===== config.mk =====
export PLATFORM = sky130hd
export DESIGN_NAME = pulse_train_gen
export DESIGN_NICKNAME = d
export VERILOG_FILES = /design/src/rtl/pulse_train_gen.sv
export SDC_FILE = /design/constraint.sdc
export NUM_CORES = 1
export LEC_CHECK = 0
export ABC_AREA = 1
export CELL_PAD_IN_SITES_DETAIL_PLACEMENT = 1
export CELL_PAD_IN_SITES_GLOBAL_PLACEMENT = 1
export CORE_MARGIN = 4
export CORE_UTILIZATION = 41
export CTS_CLUSTER_SIZE = 16
export DETAILED_ROUTE_END_ITERATION = 10
export DONT_BUFFER_PORTS = 1
export PLACE_DENSITY = 0.76
export SYNTH_ARGS = -nofsm -noshare
export SYNTH_HDL_FRONTEND = slang
export SYNTH_SLANG_ARGS = --single-unit
export TNS_END_PERCENT = 10

===== constraint.sdc =====
create_clock -name clk -period 1.85 [get_ports clk]
set_clock_uncertainty 0.15 [all_clocks]
set_input_delay 0.4625 -clock clk [delete_from_list [all_inputs] [get_ports clk]]
set_output_delay 0.4625 -clock clk [all_outputs]
set_load 0.02 [all_outputs]

===== src/rtl/pulse_train_gen.sv =====
// Each accepted trigger becomes a HIGH_CYCLES-wide high pulse followed by at least GAP_CYCLES low clocks.
// Triggers arriving while busy are queued (saturating) in pend_cnt. Define PULSE_TRAIN_GEN_EDGE_IN_EN for level trig.
module pulse_train_gen #(
  parameter int HIGH_CYCLES = 4,
  parameter int GAP_CYCLES  = 2,
  parameter int MAX_PEND    = 3,
  localparam int PEND_W     = $clog2(MAX_PEND + 1)
) (
  input  logic              clk,
  input  logic              rst_n,
  input  logic              trig,
  input  logic              clr_ovf,
  output logic              sig,
  output logic              busy,
  output logic [PEND_W-1:0] pend_cnt,
  output logic              ovf
);

  localparam int CNT_MAX = ((HIGH_CYCLES > GAP_CYCLES) ? HIGH_CYCLES : GAP_CYCLES) - 1;
  localparam int CNT_W   = (CNT_MAX < 1) ? 1 : $clog2(CNT_MAX + 1);
  localparam logic [CNT_W-1:0]  HIGH_LOAD = CNT_W'(HIGH_CYCLES - 1);
  localparam logic [CNT_W-1:0]  GAP_LOAD  = CNT_W'(GAP_CYCLES - 1);
  localparam logic [PEND_W-1:0] PEND_MAX  = PEND_W'(MAX_PEND);

  typedef enum logic [1:0] {IDLE, HIGH, GAP} state_t;

  state_t            state_q;
  logic [CNT_W-1:0]  cnt_q;
  logic [PEND_W-1:0] pend_q, pend_d;
  logic              ovf_q, ovf_d;
  logic              sig_q, busy_q;
  logic              trig_eff, consume;

`ifdef PULSE_TRAIN_GEN_EDGE_IN_EN
  logic trig_q;

  always_ff @(posedge clk or negedge rst_n) begin
    if (!rst_n) trig_q <= 1'b0;
    else        trig_q <= trig;
  end

  assign trig_eff = trig & ~trig_q;
`else
  assign trig_eff = trig;
`endif

  // A trigger arriving on the cycle the gap ends cancels against the one consumed.
  always_comb begin
    consume = (state_q == GAP) && (cnt_q == '0) && ((pend_q != '0) || trig_eff);
    pend_d  = pend_q;
    ovf_d   = ovf_q & ~clr_ovf;
    if (state_q != IDLE) begin
      if (consume) begin
        if (!trig_eff) pend_d = pend_q - PEND_W'(1);
      end else if (trig_eff) begin
        if (pend_q < PEND_MAX) pend_d = pend_q + PEND_W'(1);
        else                   ovf_d  = 1'b1;
      end
    end
  end

  always_ff @(posedge clk or negedge rst_n) begin
    if (!rst_n) begin
      state_q <= IDLE;
      cnt_q   <= '0;
      sig_q   <= 1'b0;
      busy_q  <= 1'b0;
      pend_q  <= '0;
      ovf_q   <= 1'b0;
    end else begin
      pend_q <= pend_d;
      ovf_q  <= ovf_d;
      case (state_q)
        IDLE: begin
          if (trig_eff) begin
            state_q <= HIGH;
            cnt_q   <= HIGH_LOAD;
            sig_q   <= 1'b1;
            busy_q  <= 1'b1;
          end
        end
        HIGH: begin
          if (cnt_q != '0) begin
            cnt_q <= cnt_q - CNT_W'(1);
          end else begin
            state_q <= GAP;
            cnt_q   <= GAP_LOAD;
            sig_q   <= 1'b0;
          end
        end
        GAP: begin
          if (cnt_q != '0) begin
            cnt_q <= cnt_q - CNT_W'(1);
          end else if (consume) begin
            state_q <= HIGH;
            cnt_q   <= HIGH_LOAD;
            sig_q   <= 1'b1;
          end else begin
            state_q <= IDLE;
            busy_q  <= 1'b0;
          end
        end
        default: begin
          state_q <= IDLE;
          cnt_q   <= '0;
          sig_q   <= 1'b0;
          busy_q  <= 1'b0;
        end
      endcase
    end
  end

  assign sig      = sig_q;
  assign busy     = busy_q;
  assign pend_cnt = pend_q;
  assign ovf      = ovf_q;

endmodule


After elaboration in Yosys (flattened, before gate mapping). Index checks and enable logic that the tools add are counted.

Register bits after elaboration: 9. Input port bits: 4. Output and inout bits: 5. Word-level logic and storage cells: 63.

$add $sub $neg: 3. Magnitude comparators: 1. Equality and inequality tests: 9. Mux-type cells: 26. Bitwise operators: 3. Reductions and logical operators: 15.

Operator list (count): $mux 2 (11); $ne 2x2->1 const B (6); $pmux 2 s3 (2); $reduce_and 4->1 (3); $mux 1 (11); $reduce_bool 2->1 (5); $pmux 1 s3 (2); $logic_not 2->1 (2); $sub 2x1->2 const B (2); $ne 3x2->1 const B (1); $reduce_and 3->1 (1); $add 2x1->2 const B (1); $eq 2x1->1 const B (1); $eq 2x2->1 const B (1); $logic_and 1x1->1 (2); $lt 2x2->1 const B (1); $not 1->1 (2); $reduce_and 2->1 (1); $and 1x1->1 (1); $logic_or 1x1->1 (1).

Depth between registers and ports, before layout.
Depth in word-level cells: 6. Mapped depth: 9.

Worst setup path after synthesis. Ideal clock, no wire load.

Path kind: reg-to-reg. Start point: reg cnt_q[0]. End point: reg sig_q (netlist: sig). Library setup time: 0.117 ns. Arrival: 1.169 ns. Slack: 0.414 ns. Cell stages (with the launch flop): 10. Buffers on the path: 0. Cell sequence: dfrtp_1 -> inv_1 -> ha_1 -> inv_1 -> nor2_2 -> nand2_2 -> nand2_2 -> nand2_1 -> nand2_1 -> nand2_1.

Longest elaborated chain between the ends: 5. Elaborated cells between the ends (all ways): 8. Those cells by class: eq/ne (3); reduce/logical (5).

RTL lines: start: declaration (RTL line 28) `logic [CNT_W-1:0] cnt_q;`; start signal: assignment (RTL line 84) `cnt_q <= cnt_q - CNT_W'(1);`; start signal: assignment (RTL line 93) `cnt_q <= cnt_q - CNT_W'(1);`; $logic_not 2->1 (RTL line 49) `consume = (state_q == GAP) && (cnt_q == '0) && ((pend_q != '0) || trig_eff);`; $logic_and 1x1->1 (2 in a row) (RTL line 49); $ne 2x2->1 (no source line); $reduce_and 4->1 (no source line) (*); end signal: assignment (RTL line 66) `sig_q <= 1'b0;`; end signal: assignment (RTL line 78) `sig_q <= 1'b1;`; end signal: assignment (RTL line 88) `sig_q <= 1'b0;`; end: declaration (RTL line 31) `logic sig_q, busy_q;`.

Mark *: on every way between the ends. The rest lies on a longest branch, timed or not. A chain may end at the register's enable or synchronous reset.

Final worst setup path. Same ends and word-level chain as after synthesis.

==> metrics.md <==
| Metric | Value |
|---|---|
| Sequential share of the synthesized area | a little over two fifths |
| Power share of the clock group | between 10% and 20% |
| Min-Delay Path Class | primary input to flip-flop |
| Crit path DAT | 1650 ps |
| Setup-failing EPs final | 0 |
| Post-synth top area share | between 40% and 50% |
| Worst reg-to-reg setup slack | roughly 210 ps |
| TritonCTS clock tree | yes |
| Initial antenna violation count | 0 |
| 1st-iter DRT viols | 7 |
| Beginning of the worst hold path | clr_ovf |
| Syn Inst Count | between 70 and 80 |
| R2R Path Start | cnt_q[0]$_DFFE_PN0P_ |
| Syn_area_per_cell | roughly 7.3 µm² |
| Clk buf depth | 2 |
| Critical path fanouts, max | 6 |
| Worst Path Required | approximately 1900 ps |
| Number of max-slew violations in the final report | 0 |
| Total congestion overflow | 0 |
| Max Cap Violations | 0 |
| IO Pins | 9 |
| Latest clock arrival within the worst-skew pair | 260 ps |
| Worst-path clk slew | about 60 ps |
| CORE AREA | 1171 µm² |
| Final ANT Viol Nets | 0 |
| CTS Sinks | 9 |
| Outcome | finished clean |
| Top post-synthesis cells by area | dfrtp_1 (42%), nand2_1 (16%), inv_1 (6.3%) |
| VDD IR-drop max | 0.0005801 V |
| Max H-tree Level | 1 |
| Multi-input gate area in the final layout | 269.0 µm² |
| Row count | 12 |
| HPWL after DPL | 957.2 µm |
| Largest area contributor in the netlist | dfrtp_1 |
| Setup TNS | 0 ps |
| Critical path class | flip-flop to flip-flop |
| Reg2reg end | sig$_DFFE_PN0P_ |
| Most common cell after layout, fill and taps aside | nand2_1 |
| First drt pass iteration count | 4 |
| Leakage power | around 0.3 nW |
| Cell area after synthesis | 533.0 µm² |
| Hold WS | 151.7 ps |
| Fraction of layout cells with a size suffix above 1 | between 15 and 20% |
| Setup Fix Bufs, Post-CTS | 0 |
| Tot Pwr | roughly 1.1 mW |
| YS warnings | 0 |
| Hold Crit Endpoint | ovf$_DFF_PN0_ |
| Total GRT Usage | around 17% |
| Ant. Diodes | 0 |
| CP startpoint kind | flip-flop |
| Flop pwr share | around two fifths |
| RSZ-0062 raised after global routing | no |
| Vias in the first global route | between 500 and 600 |
| First-pass GRT wire length | roughly 2.3 mm |
| Worst setup EP type | flip-flop |
| R2R depth | 9 |
| Area grow syn2layout | 10.56% |
| DRC Markers | 0 |
| IO Port Bufs | 0 |
| Min Clock Period, post-route | ~1600 ps |
| Pin count of the biggest net entering global routing | 10 |
| Most frequent cells in the layout | nand2_1 (23), inv_1 (9), dfrtp_1 (9) |
| Max Freq | slightly above 600 MHz |
| Nets@finish | between 80 and 90 |
| Die height | about 44 µm |
| Worst slew pin tran | 431.7 ps |
| Hold Path Cell Cnt | 1 |
| Wire per inst | 13.70 µm |
| Total Wirelength | about 1.3 mm |
| Vias/cell | 5.272 |
| Number of synthesized register bits | 9 |
| Via Count | approximately 490 |
| Fill cells | 161 |
| Power Dens Cells | 1877 nW/µm² |
| Logic pwr share | between 40% and 50% |
| Cell-internal power | approximately 0.55 mW |
| Slew HR | a little under three quarters |
| Synth unique cells | 18 |
| Sw Share | between 40% and 50% |
| Switch Pwr | approximately 0.55 mW |
| Starting Density | between 40 and 50% |
| Die area | 1941 µm² |
| Crit share post-route | 88.75% |
| Total CTS buffers | 3 |
| Register area | 225.2 µm² |
| Final-report hold violation count | 0 |
| RePlAce Congestion | 0.8190 |
| Post-Synthesis Net Count | 79 |
| Post-Layout Cell Count | 92 |
| Dpl cells | between 80 and 90 |
| Chip width | about 44 µm |
| Clock root buffer | clkbuf_4 |
[state kept, by name (all words and copies together), names as in the netlist]
name,count
busy,1
state_q,2
sig,1
cnt_q,2
ovf,1
pend_cnt,2
[worst max-delay path, stage by stage, from the launching register on]
cell     delay [ps]
dfrtp_1         380
inv_1           110
ha_2            260
inv_1            90
nand2_1          90
nand2_1          90
nor2_1          180
nand2_1          80
nand2_1          60
nand2_1          50
[power by group through the flow]
| stage | logic [mW] | registers, mW | clock network (mW) |
|---|---|---|---|
| floorplan | 0.409 | 0.418 | 0 |
| global placement | 0.487 | 0.435 | 0 |
| detailed placement | 0.517 | 0.436 | 0 |
| CTS | 0.526 | 0.434 | 0.159 |
| global route | 0.628 | 0.449 | 0.166 |
| finish | 0.522 | 0.433 | 0.151 |
[cell families after synthesis]
group / synth area share, %
and+or+nand+nor: 32.86
adders and majority gates: 4.694
AOI/OAI and AO/OA: 12.44
buffers and inverters: 7.747
DFF: 42.25
[worst max-delay path by stage]
| stage | slack [ps] | depth (start not counted) | start | end |
|---|---|---|---|---|
| after detailed placement | 160 | 9 | cnt_q[0]$_DFFE_PN0P_ | sig$_DFFE_PN0P_ |
| final | 210 | 9 | cnt_q[0]$_DFFE_PN0P_ | sig$_DFFE_PN0P_ |
| after CTS | 140 | 9 | cnt_q[0]$_DFFE_PN0P_ | sig$_DFFE_PN0P_ |
| after global routing | 30 | 9 | cnt_q[0]$_DFFE_PN0P_ | sig$_DFFE_PN0P_ |
| after floorplan | 410 | 9 | cnt_q[0]$_DFFE_PN0P_ | sig$_DFFE_PN0P_ |
| after global placement | 230 | 9 | cnt_q[0]$_DFFE_PN0P_ | pend_cnt[0]$_DFFE_PN0P_ |
[synthesized netlist by cell type]
| cell type | count |
|---|---|
| nand2_1 | 23 |
| dfrtp_1 | 9 |
| inv_1 | 9 |
| nor2_1 | 6 |
| nand3_1 | 5 |
| o21ai_0 | 4 |
| a21oi_1 | 2 |
| ha_1 | 2 |
| inv_2 | 2 |
| nand2_2 | 2 |
| nand4_1 | 2 |
| a21oi_2 | 1 |
| a22oi_1 | 1 |
| nand3_2 | 1 |
| nor2_2 | 1 |
| o21ai_1 | 1 |
| o21ai_2 | 1 |
| o22ai_1 | 1 |
[layout make-up]
| class | instances | area share [%] |
|---|---|---|
| Tap cell | 14 | 2.972 |
| Sequential cell | 9 | 38.22 |
| Multi-Input combinational cell | 53 | 45.65 |
| Inverter | 11 | 7.006 |
| Timing Repair Buffer | 1 | 1.699 |
| Clock buffer | 4 | 4.459 |
[metal layers]
metal / up-vias / wire (µm) / global-route usage [%]
met4: 0 / 34 / 9.036
met1: 228 / 574 / 19.35
met3: 4 / 72 / 8.537
met2: 9 / 579 / 26.74
li1: 244 / - / -
met5: - / 0 / 0
[through the flow]
step	setup slack [ps]	utilization (%)	instance area [µm²]
2_1_floorplan	413.9	-	533.0
3_3_place_gp	230.2	47.01	550.5
3_5_place_dp	162.6	47.01	550.5
5_1_grt	25.30	50.32	589.3
6_report	208.2	50.32	589.3
4_1_cts	144.8	50.11	586.8
[what timing repair did]
item | CTS | global route
hold buffers | 1 | 0
endpoints found under the setup margin | 0 | 4
resized for setup | 0 | 1
hold endpoints to repair | 9 | 0
(Power assumes the default switching activity.)
